[config.mk]
export PLATFORM = sky130hd
export DESIGN_NAME = mem_access_unit_flat
export DESIGN_NICKNAME = d
export VERILOG_FILES = /design/src/rtl/mem_access_unit_if.sv /design/src/rtl/mem_access_unit.sv /design/src/flat_wrapper.sv
export SDC_FILE = /design/constraint.sdc
export NUM_CORES = 1
export LEC_CHECK = 0
export CAP_MARGIN = 40
export CORE_MARGIN = 2
export CORE_UTILIZATION = 36
export DETAILED_ROUTE_END_ITERATION = 7
export GPL_ROUTABILITY_DRIVEN = 0
export PLACE_DENSITY = 0.76
export SLEW_MARGIN = 20
export SYNTH_ARGS = -nofsm -noshare
export SYNTH_HDL_FRONTEND = slang
export SYNTH_SLANG_ARGS = --single-unit
[constraint.sdc]
create_clock -name clk -period 2.7 [get_ports clk]
set_input_delay 0.54 -clock clk [delete_from_list [all_inputs] [get_ports clk]]
set_output_delay 0.54 -clock clk [all_outputs]
set_load 0.01 [all_outputs]
[src/rtl/mem_access_unit_if.sv]
// Pipeline request/response handshakes plus the data-memory port of the load/store unit.
// The unit is the slave; the pipeline and memory together sit on the master side.
interface mem_access_unit_if #(
  parameter int M = 10
);
  logic           req_valid;
  logic           req_ready;
  logic           req_we;
  logic [1:0]     req_size;
  logic           req_unsigned;
  logic [M+1:0]   req_addr;
  logic [31:0]    req_wdata;
  logic           resp_valid;
  logic           resp_ready;
  logic [31:0]    resp_rdata;
  logic           resp_err;
  logic [M+1:0]   mem_address;
  logic [31:0]    mem_mask;
  logic           mem_wf;
  logic [31:0]    mem_w;
  logic [31:0]    mem_v;

  modport master (
    output req_valid, req_we, req_size, req_unsigned, req_addr, req_wdata,
    output resp_ready, mem_v,
    input  req_ready, resp_valid, resp_rdata, resp_err,
    input  mem_address, mem_mask, mem_wf, mem_w
  );

  modport slave (
    input  req_valid, req_we, req_size, req_unsigned, req_addr, req_wdata,
    input  resp_ready, mem_v,
    output req_ready, resp_valid, resp_rdata, resp_err,
    output mem_address, mem_mask, mem_wf, mem_w
  );
endinterface

[src/rtl/mem_access_unit.sv]
// Load/store unit: one access at a time, big-endian byte lanes (lane 0 = bits 31:24),
// range/size checking, load extension, and a held response until consumed.
module mem_access_unit #(
  parameter int M = 10
) (
  input  logic             clk,
  input  logic             rst,
  mem_access_unit_if.slave bus
);
  localparam int AW = M + 2;

  typedef enum logic [2:0] {IDLE, READ, WRITE, ERR, RESP} state_t;

  state_t         state_q, state_d;
  logic [1:0]     size_q;
  logic           uns_q;
  logic [AW-1:0]  addr_q;
  logic [31:0]    w_q;
  logic [31:0]    rdata_q;
  logic           err_q;

  logic [AW:0]    span;
  logic [AW:0]    last_byte;
  logic           illegal;
  logic [31:0]    w_aligned;
  logic [31:0]    load_val;
  logic           write_active;
  logic [3:0]     lane_en;
  logic [31:0]    mask;

  // Last byte touched, one bit wider than the address so overflow flags out-of-range.
  always_comb begin
    span = '0;
    case (bus.req_size)
      2'b00:   span = (AW+1)'(0);
      2'b01:   span = (AW+1)'(1);
      default: span = (AW+1)'(3);
    endcase
    last_byte = {1'b0, bus.req_addr} + span;
    illegal   = (bus.req_size == 2'b11) || last_byte[AW];
  end

  always_comb begin
    w_aligned = bus.req_wdata;
    case (bus.req_size)
      2'b00:   w_aligned = {bus.req_wdata[7:0], 24'h0};
      2'b01:   w_aligned = {bus.req_wdata[15:0], 16'h0};
      default: w_aligned = bus.req_wdata;
    endcase
  end

  always_comb begin
    load_val = bus.mem_v;
    case (size_q)
      2'b00:   load_val = {{24{~uns_q & bus.mem_v[31]}}, bus.mem_v[31:24]};
      2'b01:   load_val = {{16{~uns_q & bus.mem_v[31]}}, bus.mem_v[31:16]};
      default: load_val = bus.mem_v;
    endcase
  end

  // A reset arriving during the write cycle must suppress the write immediately.
  assign write_active = (state_q == WRITE) && !rst;

  generate
    for (genvar gi = 0; gi < 4; gi++) begin : g_lane
      assign lane_en[gi] = (size_q == 2'b10) || (gi == 0) || ((gi == 1) && (size_q == 2'b01));
      assign mask[31-8*gi -: 8] = {8{lane_en[gi] & write_active}};
    end
  endgenerate

  always_comb begin
    state_d        = state_q;
    bus.req_ready  = 1'b0;
    bus.resp_valid = 1'b0;
    case (state_q)
      IDLE: begin
        bus.req_ready = 1'b1;
        if (bus.req_valid) begin
          if (illegal)         state_d = ERR;
          else if (bus.req_we) state_d = WRITE;
          else                 state_d = READ;
        end
      end
      READ, WRITE, ERR: state_d = RESP;
      RESP: begin
        bus.resp_valid = 1'b1;
        if (bus.resp_ready) state_d = IDLE;
      end
      default: state_d = IDLE;
    endcase
  end

  always_ff @(posedge clk) begin
    if (rst) begin
      state_q <= IDLE;
      size_q  <= 2'b00;
      uns_q   <= 1'b0;
      addr_q  <= '0;
      w_q     <= '0;
      rdata_q <= '0;
      err_q   <= 1'b0;
    end else begin
      state_q <= state_d;
      case (state_q)
        IDLE: begin
          if (bus.req_valid) begin
            size_q <= bus.req_size;
            uns_q  <= bus.req_unsigned;
            // Rejected requests leave the memory port showing the last real access.
            if (!illegal) begin
              addr_q <= bus.req_addr;
              w_q    <= w_aligned;
            end
          end
        end
        READ:  rdata_q <= load_val;
        WRITE: rdata_q <= '0;
        ERR: begin
          err_q   <= 1'b1;
          rdata_q <= '0;
        end
        RESP: if (bus.resp_ready) err_q <= 1'b0;
        default: ;
      endcase
    end
  end

  assign bus.resp_rdata  = rdata_q;
  assign bus.resp_err    = err_q;
  assign bus.mem_address = addr_q;
  assign bus.mem_w       = w_q;
  assign bus.mem_wf      = write_active;
  assign bus.mem_mask    = mask;
endmodule

[src/flat_wrapper.sv]
// flat-port wrapper written by rule: the top's interface ports become plain ports
module mem_access_unit_flat 
#(
  parameter int M = 10
)
  (clk, rst, bus_req_valid, bus_req_we, bus_req_size, bus_req_unsigned, bus_req_addr, bus_req_wdata, bus_resp_ready, bus_mem_v, bus_req_ready, bus_resp_valid, bus_resp_rdata, bus_resp_err, bus_mem_address, bus_mem_mask, bus_mem_wf, bus_mem_w);
  mem_access_unit_if #(.M(M)) bus_i ();
  input  logic clk;
  input  logic rst;
  input wire logic [$bits(bus_i.req_valid)-1:0] bus_req_valid;
  input wire logic [$bits(bus_i.req_we)-1:0] bus_req_we;
  input wire logic [$bits(bus_i.req_size)-1:0] bus_req_size;
  input wire logic [$bits(bus_i.req_unsigned)-1:0] bus_req_unsigned;
  input wire logic [$bits(bus_i.req_addr)-1:0] bus_req_addr;
  input wire logic [$bits(bus_i.req_wdata)-1:0] bus_req_wdata;
  input wire logic [$bits(bus_i.resp_ready)-1:0] bus_resp_ready;
  input wire logic [$bits(bus_i.mem_v)-1:0] bus_mem_v;
  output wire logic [$bits(bus_i.req_ready)-1:0] bus_req_ready;
  output wire logic [$bits(bus_i.resp_valid)-1:0] bus_resp_valid;
  output wire logic [$bits(bus_i.resp_rdata)-1:0] bus_resp_rdata;
  output wire logic [$bits(bus_i.resp_err)-1:0] bus_resp_err;
  output wire logic [$bits(bus_i.mem_address)-1:0] bus_mem_address;
  output wire logic [$bits(bus_i.mem_mask)-1:0] bus_mem_mask;
  output wire logic [$bits(bus_i.mem_wf)-1:0] bus_mem_wf;
  output wire logic [$bits(bus_i.mem_w)-1:0] bus_mem_w;
  assign bus_i.req_valid = bus_req_valid;
  assign bus_i.req_we = bus_req_we;
  assign bus_i.req_size = bus_req_size;
  assign bus_i.req_unsigned = bus_req_unsigned;
  assign bus_i.req_addr = bus_req_addr;
  assign bus_i.req_wdata = bus_req_wdata;
  assign bus_i.resp_ready = bus_resp_ready;
  assign bus_i.mem_v = bus_mem_v;
  assign bus_req_ready = bus_i.req_ready;
  assign bus_resp_valid = bus_i.resp_valid;
  assign bus_resp_rdata = bus_i.resp_rdata;
  assign bus_resp_err = bus_i.resp_err;
  assign bus_mem_address = bus_i.mem_address;
  assign bus_mem_mask = bus_i.mem_mask;
  assign bus_mem_wf = bus_i.mem_wf;
  assign bus_mem_w = bus_i.mem_w;
  mem_access_unit #(.M(M)) u_core (.clk(clk), .rst(rst), .bus(bus_i));
endmodule
* Word-level counts from Yosys, hierarchy flattened *
Cells that the tools add are included.

storage, ports and cells
  register bits after elaboration = 83
  input bits = 84
  output and inout port bits = 112
  word-level logic and storage cells = 51

cells by class
  $add $sub $neg = 1
  equality and inequality tests = 10
  muxes and demuxes = 13
  bitwise operators = 5
  reductions and logical operators = 15

operators by type and width
  kind                count
  $pmux 32 s2         3
  $add 12x2->13       1
  $mux 3              3
  $pmux 3 s3          1
  $eq 3x2->1 const B  2
  $reduce_and 2->1    3
  $eq 2x1->1 const B  2
  $eq 2x2->1 const B  2
  $logic_not 2->1     2
  $ne 2x2->1 const B  2
  $pmux 2 s2          1
  $reduce_bool 2->1   2
  $and 1x1->1         3
  $eq 3x1->1 const B  1
  $eq 3x3->1 const B  1
  $logic_not 3->1     1
  $mux 1              3
  $reduce_and 3->1    1
  $reduce_or 3->1     1
  $logic_or 1x1->1    2
  $mux 2              1
  $not 1->1           2
  $pmux 1 s2          1
  $reduce_or 2->1     1
  other kinds (2)     2

* Longest topological paths before layout *
  word-level depth = 7
  mapped depth = 9

* Least setup slack after synthesis *
OpenSTA, ideal clock, no wires.

  kind = input-to-output
  from = input port rst
  to = output port bus_mem_mask[10]
  data arrival time = 2583 ps
  required time = 2160 ps
  setup slack = -423 ps
  stages on the path = 4
  buffers on the path = 2
  path through = clkbuf_1 nor4b_1 and2_1 buf_4

on the way
  longest elaborated chain between the ends = 3

RTL lines
  item                RTL line               source
  start: declaration  flat_wrapper.sv:9      input logic rst;
  $logic_not 1->1     mem_access_unit.sv:62  assign write_active = (state_q == WRITE) && !rst;
  $logic_and 1x1->1   mem_access_unit.sv:62
  net bus_mem_wf      flat_wrapper.sv:24     output wire logic [$bits(bus_i.mem_wf)-1:0] bus_mem_wf;
  $and 1x1->1         --
  end: declaration    flat_wrapper.sv:23     output wire logic [$bits(bus_i.mem_mask)-1:0] bus_mem_mask;

The timed path passes the listed nets, and every way through them passes these cells.

* Worst setup path after layout *
  from = register u_core.state_q[2]
  to = output port bus_mem_mask[3]

on the way
  longest elaborated chain between the ends = 3

RTL lines
  item                      RTL line                source
  start: declaration        mem_access_unit.sv:14   state_t state_q, state_d;
  start signal: assignment  mem_access_unit.sv:103  state_q <= state_d;
  $eq 3x2->1                mem_access_unit.sv:62
  $logic_and 1x1->1         mem_access_unit.sv:62
  $and 1x1->1               mem_access_unit.sv:67   assign mask[31-8*gi -: 8] = {8{lane_en[gi] & write_active}};

Every way passes these cells.

==> out/qor.yml <==
ff2ff_path_depth: 6
clkSinkCount: 83
fin_crit_ps: 2538
grt_max_degree: 76
synth_area_leaders: "dfxtp_1, o21ai_0, a22oi_1, buf_4, a21oi_1"
hp-class: "flip-flop to flip-flop"
dr.pass1.iters: 5
fin_crit_sh: 0.9401
p_int_w: 0.002267
grt_pass1_wl_um: 18860
cts-hold-fix-buffers: 0
cp_top_family: "simple AND/OR/NAND/NOR gates"
final_core_util: 0.5796
multi_input_area_um2: 1773
cts_setup_buffers: 0
synthFlopType: "dfxtp_1"
async_flop_share: 0
cts-resized-gates: 1
pwr-share-comb: 0.237
synthTopCellsByCount: "dfxtp_1, o21ai_0, a21oi_1"
overflow: 0
hpwl_um: 8871
setup_ws_ps: 161.7
critPathMaxFanout: 16
grt_antenna_before_repair: 1
synth_edf_count: 0
fin_skew_ps: 11.84
synth_cells: 445
synth_top_area_frac: 0.4296
rsz0062_at_grt: "false"
drcViolationCount: 0
die_h_um: 107.7
nFillCells: 917
ir_drop_mv: 0.2660
finalHoldViolations: 0
ff_latch_area_um2: 1662
slew_headroom: 0.5217
power_frac_seq: 0.430
clockBufferDepth: 2
wirelength_um: 12180
path_buf_inv: 1
synthToLayoutAreaGrowth_pct: 55.42
reg2reg_to: "u_core.bus.mem_w[19]"
portBuffers: 195
start_util: 0.3729
slew_violations: 0
wl_per_cell_um: 16.35
cpMaxStageDelayCell: "clkdlybuf4s50_1"
crit_chain: "nor4b_2, and2_4, clkdlybuf4s50_1"
max_clock_freq_ghz: 0.3940
swShare: 0.2811
cts_buffers: 9
ctsRootBufferMaster: "clkbuf_8"
num-nets-final: 691
clkLatencyLatePin_ps: 360
r2r_start: "u_core.state_q[1]"
worstPathArrival_ps: 2000
hp-start: "u_core.bus.resp_rdata[29]"
drt_iter0_drc: 216
die_area_um2: 11590
whs_ps: 455.2
end_kind: "primary output"
setup_violations: 0
grt_usage: 0.2054
min_to: "u_core.bus.resp_rdata[29]"
drive_gt1_frac: 0.08224
cp.required_ps: 2160
first_global_vias: 3722
ys_ff_latch: 83
synth_most_common_cell: "dfxtp_1"
via_per_inst: 5.207
syn_nets: 533
rows: 37
drtAntennaViolNets: 0
cp_slowest_stage_delay_ps: 560
tightest_slew_ps: 717.4
syn_area_um2: 3867
pre_cts_slack_ps: -82.53
holdPathStages: 2
maxCapViolations: 0
p_clk_frac: 0.333
crit_type: "flip-flop to primary output"
cts_tree: "yes"
yosys.area.top_type: "dfxtp_1"
vias: 3879
design.core.area_um2: 10370
p_leak_nw: 2.184
outcome: "complete, no violations"
clk_pin_slew_ps: 100
worst-r2r-setup-slack_ps: 750
worstSetupStartpointType: "flip-flop"
avgSynthCellArea_um2: 8.691
yosysWarnings: 0
p_switching_w: 0.0008864
ys_types: 37
die_w_um: 107.7
io_pins: 196
htreeDepth: 3
yosysSeqAreaShare: 0.4296
p_per_area_nw_per_um2: 524.7
## stage by stage
step                std cells  TNS, ps  cell area (um2)  total power [W]
floorplan                 445        0             3874         0.001727
global placement          726        0             5756         0.002114
detailed placement        728   -312.2             5771         0.002131
CTS                       744        0             6006         0.003186
global route              744        0             6008         0.003307
finish                    745        0             6011         0.003154
## flip-flops by register name (all words and copies together) (netlist names)
signal	count
u_core.bus.resp_rdata	32
u_core.bus.mem_w	32
u_core.state_q	3
u_core.size_q	2
u_core.bus.resp_err	1
u_core.bus.mem_address	12
u_core.uns_q	1
## cell type report
cell class	instances	area share
Timing Repair Buffer	217	0.3535
Multi-Input combinational cell	280	0.2950
Sequential cell	83	0.2764
Tap cell	136	0.02831
Clock buffer	10	0.02290
Clock inverter	6	0.01603
Inverter	12	0.007494
Antenna cell	1	0.0004163
## layer usage
metal	GRT usage	routed length (um)
met1	0.2548	5099
met2	0.3419	5881
met4	0.05586	182
met5	0	0
met3	0.06659	1019
## worst register-to-register path: stages, from the launching register on
cell and delay [ps]:
dfxtp_1 320, buf_4 170, nor4b_4 420, nand2_1 130, nor2_1 440, buf_4 260, a211oi_1 80
## power by group through the flow
stage	clock (W)	sequential, W	combinational (W)
4_1_cts	0.00108	0.00136	0.000751
3_3_place_gp	0	0.00138	0.000731
3_5_place_dp	0	0.00139	0.000746
5_1_grt	0.00113	0.00137	0.000809
2_1_floorplan	0	0.00141	0.000315
6_report	0.00105	0.00136	0.000748
## cells in the final DEF (no fill, tap or decap), types with 12 or more instances in the layout
master | Yosys | final
a21oi_1 | 44 | 44
o21ai_0 | 53 | 53
buf_4 | 31 | 21
nand2_1 | 31 | 31
dfxtp_1 | 83 | 83
inv_1 | 12 | 12
nor2_1 | 24 | 24
nand3_1 | 12 | 12
a22o_1 | 16 | 16
clkdlybuf4s50_1 | 0 | 194
a22oi_1 | 31 | 31
## logic make-up after synthesis
kind of cell               share of synthesized area
muxes                                        0.02329
AOI/OAI and AO/OA                             0.2805
and+or+nand+nor                               0.1381
buffers and inverters                         0.1155
adders and majority gates                    0.01294
DFF                                           0.4296
## how the worst max path moves through the flow
stage | start | endpoint | slack, ps | depth (start not counted)
finish | u_core.state_q[2] | bus_mem_mask[3] | 160 | 3
global route | u_core.state_q[0] | bus_mem_mask[3] | 30 | 3
CTS | u_core.state_q[2] | bus_mem_mask[3] | 30 | 3
detailed placement | bus_req_size[1] | u_core.bus.mem_w[19] | -80 | 7
global placement | bus_req_addr[1] | u_core.bus.mem_w[31] | 50 | 6
floorplan | rst | bus_mem_mask[10] | 70 | 4
Power figures use the tool's default switching activity.
